## config.mk

```make
export PLATFORM = sky130hd
export DESIGN_NAME = train_step_control
export DESIGN_NICKNAME = d
export VERILOG_FILES = /design/src/rtl/train_step_control.sv
export SDC_FILE = /design/constraint.sdc
export NUM_CORES = 1
export LEC_CHECK = 0
export CAP_MARGIN = 10
export CORE_MARGIN = 2
export CORE_UTILIZATION = 40
export CTS_CLUSTER_SIZE = 24
export DETAILED_ROUTE_END_ITERATION = 16
export PLACE_DENSITY = 0.7
export SETUP_SLACK_MARGIN = 0.1
export SLEW_MARGIN = 0
export SYNTH_ARGS = -nofsm -noshare
export SYNTH_HDL_FRONTEND = slang
export SYNTH_SLANG_ARGS = --single-unit
```

## constraint.sdc

```tcl
create_clock -name clk -period 4.5 [get_ports clk]
set_clock_uncertainty 0.1 [all_clocks]
set_input_delay 0.45 -clock clk [delete_from_list [all_inputs] [get_ports clk]]
set_output_delay 0.45 -clock clk [all_outputs]
set_load 0.02 [all_outputs]
```

## src/rtl/train_step_control.sv

```systemverilog
`default_nettype none
// ============================================================================
// Module      : train_step_control
// Description : Central sequencer for one training run. For each sample it
//               handshakes the input in, enables the forward net for its
//               fixed latency, walks the backward net layer by layer with a
//               per-layer da sample strobe, then accumulates gradients. After
//               batch_size samples it issues one weight update, and it repeats
//               this for num_batches batches.
// Ports       : clk, reset (async, active-high)
//               start, abort                  - run control
//               batch_size, num_batches       - run config, latched on start
//               sample_valid / sample_ready   - sample input handshake
//               fwd_enable, bwd_enable, bwd_sample, layer_idx
//                                             - forward/backward net control
//               acc_enable, acc_clear, update_enable
//                                             - gradient datapath control
//               sample_count, batch_count     - progress counters
//               busy, done                    - status
// Revision    : 1.0 - initial release
// ============================================================================
module train_step_control #(
    parameter int FWD_LAT  = 16,
    parameter int BWD_LAT  = 9,
    parameter int N_LAYERS = 3,
    parameter int BATCH_W  = 8,
    parameter int NB_W     = 16
) (
    input  logic               clk,
    input  logic               reset,
    input  logic               start,
    input  logic               abort,
    input  logic [BATCH_W-1:0] batch_size,
    input  logic [NB_W-1:0]    num_batches,
    input  logic               sample_valid,
    output logic               sample_ready,
    output logic               fwd_enable,
    output logic               bwd_enable,
    output logic               bwd_sample,
    output logic [1:0]         layer_idx,
    output logic               acc_enable,
    output logic               acc_clear,
    output logic               update_enable,
    output logic [BATCH_W-1:0] sample_count,
    output logic [NB_W-1:0]    batch_count,
    output logic               busy,
    output logic               done
);

    // Phase counter is shared between the forward window and each backward
    // layer window, so it is sized for the longer of the two.
    localparam int CNT_MAX = (FWD_LAT > BWD_LAT) ? FWD_LAT : BWD_LAT;
    localparam int CNT_W   = $clog2(CNT_MAX + 1);

    localparam logic [2:0] S_IDLE   = 3'd0;
    localparam logic [2:0] S_CLEAR  = 3'd1;
    localparam logic [2:0] S_LOAD   = 3'd2;
    localparam logic [2:0] S_FWD    = 3'd3;
    localparam logic [2:0] S_BWD    = 3'd4;
    localparam logic [2:0] S_ACC    = 3'd5;
    localparam logic [2:0] S_UPDATE = 3'd6;
    localparam logic [2:0] S_DONE   = 3'd7;

    logic [2:0]         r_state;
    logic [2:0]         w_next_state;
    logic [CNT_W-1:0]   r_cnt;
    logic [1:0]         r_layer;
    logic [BATCH_W-1:0] r_sample_count;
    logic [NB_W-1:0]    r_batch_count;
    logic [BATCH_W-1:0] r_bs_eff;
    logic [NB_W-1:0]    r_nb;

    logic w_fwd_last;
    logic w_win_last;
    logic w_layer_last;
    logic w_batch_last;
    logic w_run_last;
    logic w_run_start;

    assign w_fwd_last   = (r_cnt == CNT_W'(FWD_LAT - 1));
    assign w_win_last   = (r_cnt == CNT_W'(BWD_LAT - 1));
    assign w_layer_last = (r_layer == 2'(N_LAYERS - 1));
    assign w_batch_last = ((r_sample_count + BATCH_W'(1)) == r_bs_eff);
    assign w_run_last   = ((r_batch_count + NB_W'(1)) == r_nb);
    // abort beats start even in IDLE, so a simultaneous pair does nothing.
    assign w_run_start  = (r_state == S_IDLE) && start && !abort;

    // ------------------------------------------------------------------
    // State register
    // ------------------------------------------------------------------
    always_ff @(posedge clk or posedge reset) begin
        if (reset) begin
            r_state <= S_IDLE;
        end else begin
            r_state <= w_next_state;
        end
    end

    // ------------------------------------------------------------------
    // Next-state logic
    // ------------------------------------------------------------------
    always_comb begin
        w_next_state = r_state;
        case (r_state)
            S_IDLE: begin
                if (w_run_start) begin
                    w_next_state = (num_batches == '0) ? S_DONE : S_CLEAR;
                end
            end
            S_CLEAR:  w_next_state = S_LOAD;
            S_LOAD: begin
                if (sample_valid) w_next_state = S_FWD;
            end
            S_FWD: begin
                if (w_fwd_last) w_next_state = S_BWD;
            end
            S_BWD: begin
                if (w_win_last && w_layer_last) w_next_state = S_ACC;
            end
            S_ACC:    w_next_state = w_batch_last ? S_UPDATE : S_LOAD;
            S_UPDATE: w_next_state = w_run_last ? S_DONE : S_CLEAR;
            S_DONE:   w_next_state = S_IDLE;
            default:  w_next_state = S_IDLE;
        endcase
        if (abort && (r_state != S_IDLE)) begin
            w_next_state = S_IDLE;
        end
    end

    // ------------------------------------------------------------------
    // Phase / layer counters, progress counters and latched config
    // ------------------------------------------------------------------
    always_ff @(posedge clk or posedge reset) begin
        if (reset) begin
            r_cnt          <= '0;
            r_layer        <= '0;
            r_sample_count <= '0;
            r_batch_count  <= '0;
            r_bs_eff       <= '0;
            r_nb           <= '0;
        end else begin
            // Phase counter runs only inside a window and wraps at its end;
            // everywhere else it idles at zero so each window starts clean.
            if (!abort && (((r_state == S_FWD) && !w_fwd_last) ||
                           ((r_state == S_BWD) && !w_win_last))) begin
                r_cnt <= r_cnt + CNT_W'(1);
            end else begin
                r_cnt <= '0;
            end

            // Layer counter replaces cnt / BWD_LAT over the backward phase.
            if (r_state != S_BWD || abort) begin
                r_layer <= '0;
            end else if (w_win_last) begin
                r_layer <= w_layer_last ? 2'd0 : r_layer + 2'd1;
            end

            if (w_run_start) begin
                r_sample_count <= '0;
                r_batch_count  <= '0;
                r_bs_eff       <= (batch_size == '0) ? BATCH_W'(1) : batch_size;
                r_nb           <= num_batches;
            end else if (!abort) begin
                // On abort the progress counters hold for debug.
                if (r_state == S_CLEAR) begin
                    r_sample_count <= '0;
                end else if (r_state == S_ACC) begin
                    r_sample_count <= r_sample_count + BATCH_W'(1);
                end
                if (r_state == S_UPDATE) begin
                    r_batch_count <= r_batch_count + NB_W'(1);
                end
            end
        end
    end

    // ------------------------------------------------------------------
    // Moore output decode
    // ------------------------------------------------------------------
    always_comb begin
        sample_ready  = 1'b0;
        fwd_enable    = 1'b0;
        bwd_enable    = 1'b0;
        bwd_sample    = 1'b0;
        layer_idx     = 2'd0;
        acc_enable    = 1'b0;
        acc_clear     = 1'b0;
        update_enable = 1'b0;
        done          = 1'b0;
        busy          = (r_state != S_IDLE);
        case (r_state)
            S_CLEAR:  acc_clear     = 1'b1;
            S_LOAD:   sample_ready  = 1'b1;
            S_FWD:    fwd_enable    = 1'b1;
            S_BWD: begin
                bwd_enable = 1'b1;
                bwd_sample = w_win_last;
                layer_idx  = r_layer;
            end
            S_ACC:    acc_enable    = 1'b1;
            S_UPDATE: update_enable = 1'b1;
            S_DONE:   done          = 1'b1;
            default: ;
        endcase
    end

    assign sample_count = r_sample_count;
    assign batch_count  = r_batch_count;

endmodule
`default_nettype wire
```

# After elaboration in Yosys (flattened, before gate mapping)
# Cells that the tools add are included.
dict set report classes {
  add_sub_neg 4
  multipliers 0
  div 0
  magnitude_cmp 0
  eq_ne 18
  shift 0
  mux 30
  bitwise 0
  n_reduce_logical 22
}
# op n
set op_table {}
lappend op_table {{two-way mux 16 bit} 3}
lappend op_table {{two-way mux 8 bit} 5}
lappend op_table {{two-way mux 3 bit} 8}
lappend op_table {{case mux 3 bit (8 select lines)} 1}
lappend op_table {{adder 16 x 1 -> 16 bit (second input constant)} 1}
lappend op_table {{== test 16 bit} 1}
lappend op_table {{zero test 16 bit} 1}
lappend op_table {{== test 3 bit (second input constant)} 4}
lappend op_table {{inequality test 3 bit (second input constant)} 4}
lappend op_table {{== test 5 x 4 -> 1 bit (second input constant)} 2}
lappend op_table {{adder 8 x 1 -> 8 bit (second input constant)} 1}
lappend op_table {{== test 8 bit} 1}
lappend op_table {{zero test 8 bit} 1}
lappend op_table {{two-way mux 1 bit} 8}
lappend op_table {{two-way mux 2 bit} 4}
lappend op_table {{logical AND 1 bit} 7}
lappend op_table {{== test 3 x 2 -> 1 bit (second input constant)} 2}
lappend op_table {{nonzero test 3 bit} 2}
lappend op_table {{adder 5 x 1 -> 5 bit (second input constant)} 1}
lappend op_table {{two-way mux 5 bit} 1}
lappend op_table {{AND reduction 2 bit} 2}
lappend op_table {{AND reduction 4 bit} 1}
lappend op_table {{nonzero test 2 bit} 2}
lappend op_table {{== test 3 x 1 -> 1 bit (second input constant)} 1}
lappend op_table {{7 further kinds} 10}
dict set report totals {
  reg_bits 58
  latchBits 0
  ram_bits 0
  romBits 0
  in_bits 29
  output_inout_bits 35
  word_cells 81
  n_memories 0
}

# Logic depth before layout (Yosys ltp)
dict set report logic_depth {
  word_depth 6
  depth_mapped 9
  depth_no_buf 8
}

# Least setup slack after synthesis
# OpenSTA, ideal clock, no wires.
dict set report synth_timing {
  kind {register to register}
  from {register r_batch_count[0] (netlist: batch_count[0])}
  to {register r_state[2]}
  setup_ps 94
  arrival_ps 2798
  t_required_ps 4306
  setup_slack_ps 1508
  stages_incl_launch_ff 10
  path_buffers 1
  synth_period_minus_slack_ps 2992
  path_cell_list {dfrtp_1 > ha_1 > and4_4 > and2_1 > buf_4 > xnor2_1 > a211o_1 > a2111o_1 > or4_4 > a221oi_2}
}
dict set report synth_between {
  elab_chain_cells 5
}
# item line
set synth_rtl {}
lappend synth_rtl {{start, declared} 69} ;# logic [NB_W-1:0] r_batch_count;
lappend synth_rtl {{start signal, assigned} 171} ;# r_batch_count <= r_batch_count + NB_W'(1);
lappend synth_rtl {{adder 16 x 1 -> 16 bit} 84} ;# assign w_run_last = ((r_batch_count + NB_W'(1)) == r_nb);
lappend synth_rtl {{== test 16 bit} 84}
lappend synth_rtl {{two-way mux 3 bit} 121} ;# S_UPDATE: w_next_state = w_run_last ? S_DONE : S_CLEAR;
lappend synth_rtl {{case mux 3 bit (8 select lines)} 104} ;# case (r_state)
lappend synth_rtl {{two-way mux 3 bit} 125} ;# if (abort && (r_state != S_IDLE)) begin
lappend synth_rtl {{end signal, assigned} 95} ;# r_state <= w_next_state;
lappend synth_rtl {{end, declared} 64} ;# logic [2:0] r_state;
# No other way between the ends.
# A chain may end at the register's enable or synchronous reset.

# Worst setup path after layout
# Same ends and word-level chain as after synthesis.

==> results.cfg <==
[clock_network]
clock-sinks = 58
cts_setup_buffers = 0
cts_tree = done
cts_buffer_depth = 2
cts_hold_buf = 0
insertion_delay_ps = 330
htree_num_levels = 3
cts_resized = 0
tritoncts.num_buffers = 9
path_clk_slew_ps = 70
cts_root_buffer = clkbuf_8

[routing]
vias = 3116
routed_via_density = 5.31
wl_per_cell_um = 14.5
wl_mm = 8.54
dr.pass1.iters = 4
ant_nets = 0
drtIter0Drc = 171
drc = 0

[global_routing]
grt_usage = 0.200
overflow = 0
grt_pass1_wl_mm = 14.4
antenna_found_initial = 0
grt_max_degree = 39
grt_pass1_vias = 3018

[flow_run]
max_cap_violations = 0

[worst_setup_path]
path_max_fanout = 8
regToRegEndpoint = r_state[2]
crit_type = reg2reg
arrival_ps = 3210
reg2regPathDepth = 8
crit_required_ps = 4640
end_kind = flop
regToRegSetupSlack_ps = 1430
cp-start-kind = flop
crit-reg2reg-launch = batch_count[0]

[cells_and_area]
layoutNonFillerInstCount = 587
multi_input_area_sq_um = 1840
area_growth_syn_to_layout_pct = 26.0
fillCellCount = 803
post-route-util = 0.522
drive_gt1_frac = 0.0560
num-nets-final = 512
final_cell_mix = nand2_1 (103), clkdlybuf4s50_1 (63), dfrtp_1 (58)
register_area_sq_um = 1450
fin_area_sq_um = 4310
antennaDiodeCount = 0
final_common_cell = nand2_1

[synthesis]
synth.largest_area_cell = dfrtp_1
syn_nets = 459
synth_edf_count = 0
syn_area_sq_um = 3420
ys_seq_area_frac = 0.424
synth_top_area_frac = 0.424
synth_seq_cells = 58
avgSynthCellArea_sq_um = 8.05
async_reset_ff_frac = 1.00
synth_flop_cell = dfrtp_1
ys_types = 49
synthTopCellsByArea = dfrtp_1 (42%), nand2_1 (11%), xnor2_1 (5.4%)
yosys_warnings = 0
syn_inst = 425

[timing]
period_share = 0.682
worst_pin_slew_ps = 803
finalCriticalPeriod_ps = 3070
clock.fmax_mhz = 326
setup_viol = 0
slew_headroom = 0.463
grt_setup_unrepaired = no
slew_viol_final = 0
setup_tns_ps = 0
hold_viol = 0
timing.final.ws_setup_ps = 1430

[pwr]
p_clk_frac = 0.328
combPwrFrac = 0.218
switchingPower_mw = 0.460
ir_worst_vdd_uv = 180
power.leakage_nw = 1.85
power_density_nw_per_um2 = 351
switching_share = 0.304
internal_power_mw = 1.05
seq_power_share = 0.454

[floorplanning]
fp.coreArea_sq_um = 8260
start_util = 0.414
die_h_um = 96.5
die_x_um = 96.5
die-area_sq_um = 9310
ios = 64
rows = 33

[place]
dpl_cell_area_sq_um = 4110
hpwl_mm = 6.44
place.gp.congestion = 0.906
portBuffers = 63
placed_cells = 572
place_ws_ps = 1460

[outcome]
status = complete, no violations

[min_path]
hp-class = in2async
==> cell type report <==
| class | instances | share of cell area |
|---|---|---|
| clock buffer | 13 | 0.0392 |
| clock inverter | 2 | 0.00812 |
| inverter | 11 | 0.00957 |
| multi-input combinational | 333 | 0.426 |
| sequential | 58 | 0.337 |
| tap | 105 | 0.0305 |
| timing repair buffer | 65 | 0.150 |
==> how the worst max path moves through the flow <==
stage | slack [ps] | from | cells past startpoint | endpoint
3_5_place_dp | 1460 | batch_count[0] | 8 | r_state[2]
4_1_cts | 1430 | batch_count[0] | 8 | r_state[2]
3_3_place_gp | 1560 | batch_count[0] | 8 | r_state[2]
5_1_grt | 1270 | batch_count[0] | 8 | r_state[2]
2_1_floorplan | 1510 | batch_count[0] | 9 | r_state[2]
6_report | 1430 | batch_count[0] | 8 | r_state[2]
==> worst max-delay path: stages, from the launching register on <==
cell and delay (ps):
dfrtp_1 470, ha_1 320, and4_4 280, and2_1 220, xnor2_1 90, a211o_1 290, a2111o_1 400, or4_4 550
a221oi_2 240
==> power by group through the flow <==
stage | logic [mW] | clock network [mW] | registers [mW]
floorplan | 0.246 | 0 | 0.660
global placement | 0.324 | 0 | 0.690
detailed placement | 0.332 | 0 | 0.695
CTS | 0.334 | 0.505 | 0.685
global route | 0.374 | 0.535 | 0.697
finish | 0.330 | 0.497 | 0.687
==> state kept, by name, indices dropped and copies added (netlist names) <==
signal / flops
r_state: 3
batch_count: 16
sample_count: 8
r_nb: 16
r_bs_eff: 8
r_cnt: 5
r_layer: 2
==> through the flow <==
stage          hold WS (ps)  power (mW)
3_3_place_gp            371        1.01
5_1_grt                 390        1.61
3_5_place_dp            382        1.03
4_1_cts                 346        1.52
2_1_floorplan           351       0.906
6_report                337        1.51
==> Yosys cell counts (all sizes together), types with 4 or more instances <==
master and number:
nor2b 4, or2 4, inv 11, nand3 10, nor4 7, nand2 103, nor3 11, buf 4
nand2b 7, and2 6, xor2 12, xnor2 21, a21oi 15, nor2 40, ha 5, o21ai 36
and3 5, clkbuf 19, nand4 4, o31ai 7, dfrtp 58
==> layer usage <==
metal,up-vias,track usage,wire [um]
met5,-,0,0
met2,85,0.306,3940
li1,1554,-,-
met4,0,0.0880,160
met3,16,0.0365,365
met1,1461,0.276,4070
==> cells by family (layout without fill, tap and decap cells) <==
group,count (synthesis),count (layout),synth area share
fa+ha+maj,5,5,0.0183
mux,1,1,0.00293
simple gates,215,215,0.288
compound gates,79,79,0.142
flops,58,58,0.424
xor+xnor,33,33,0.0845
buf+inv,34,91,0.0399
Note: power is estimated with default switching activity, not from simulation.
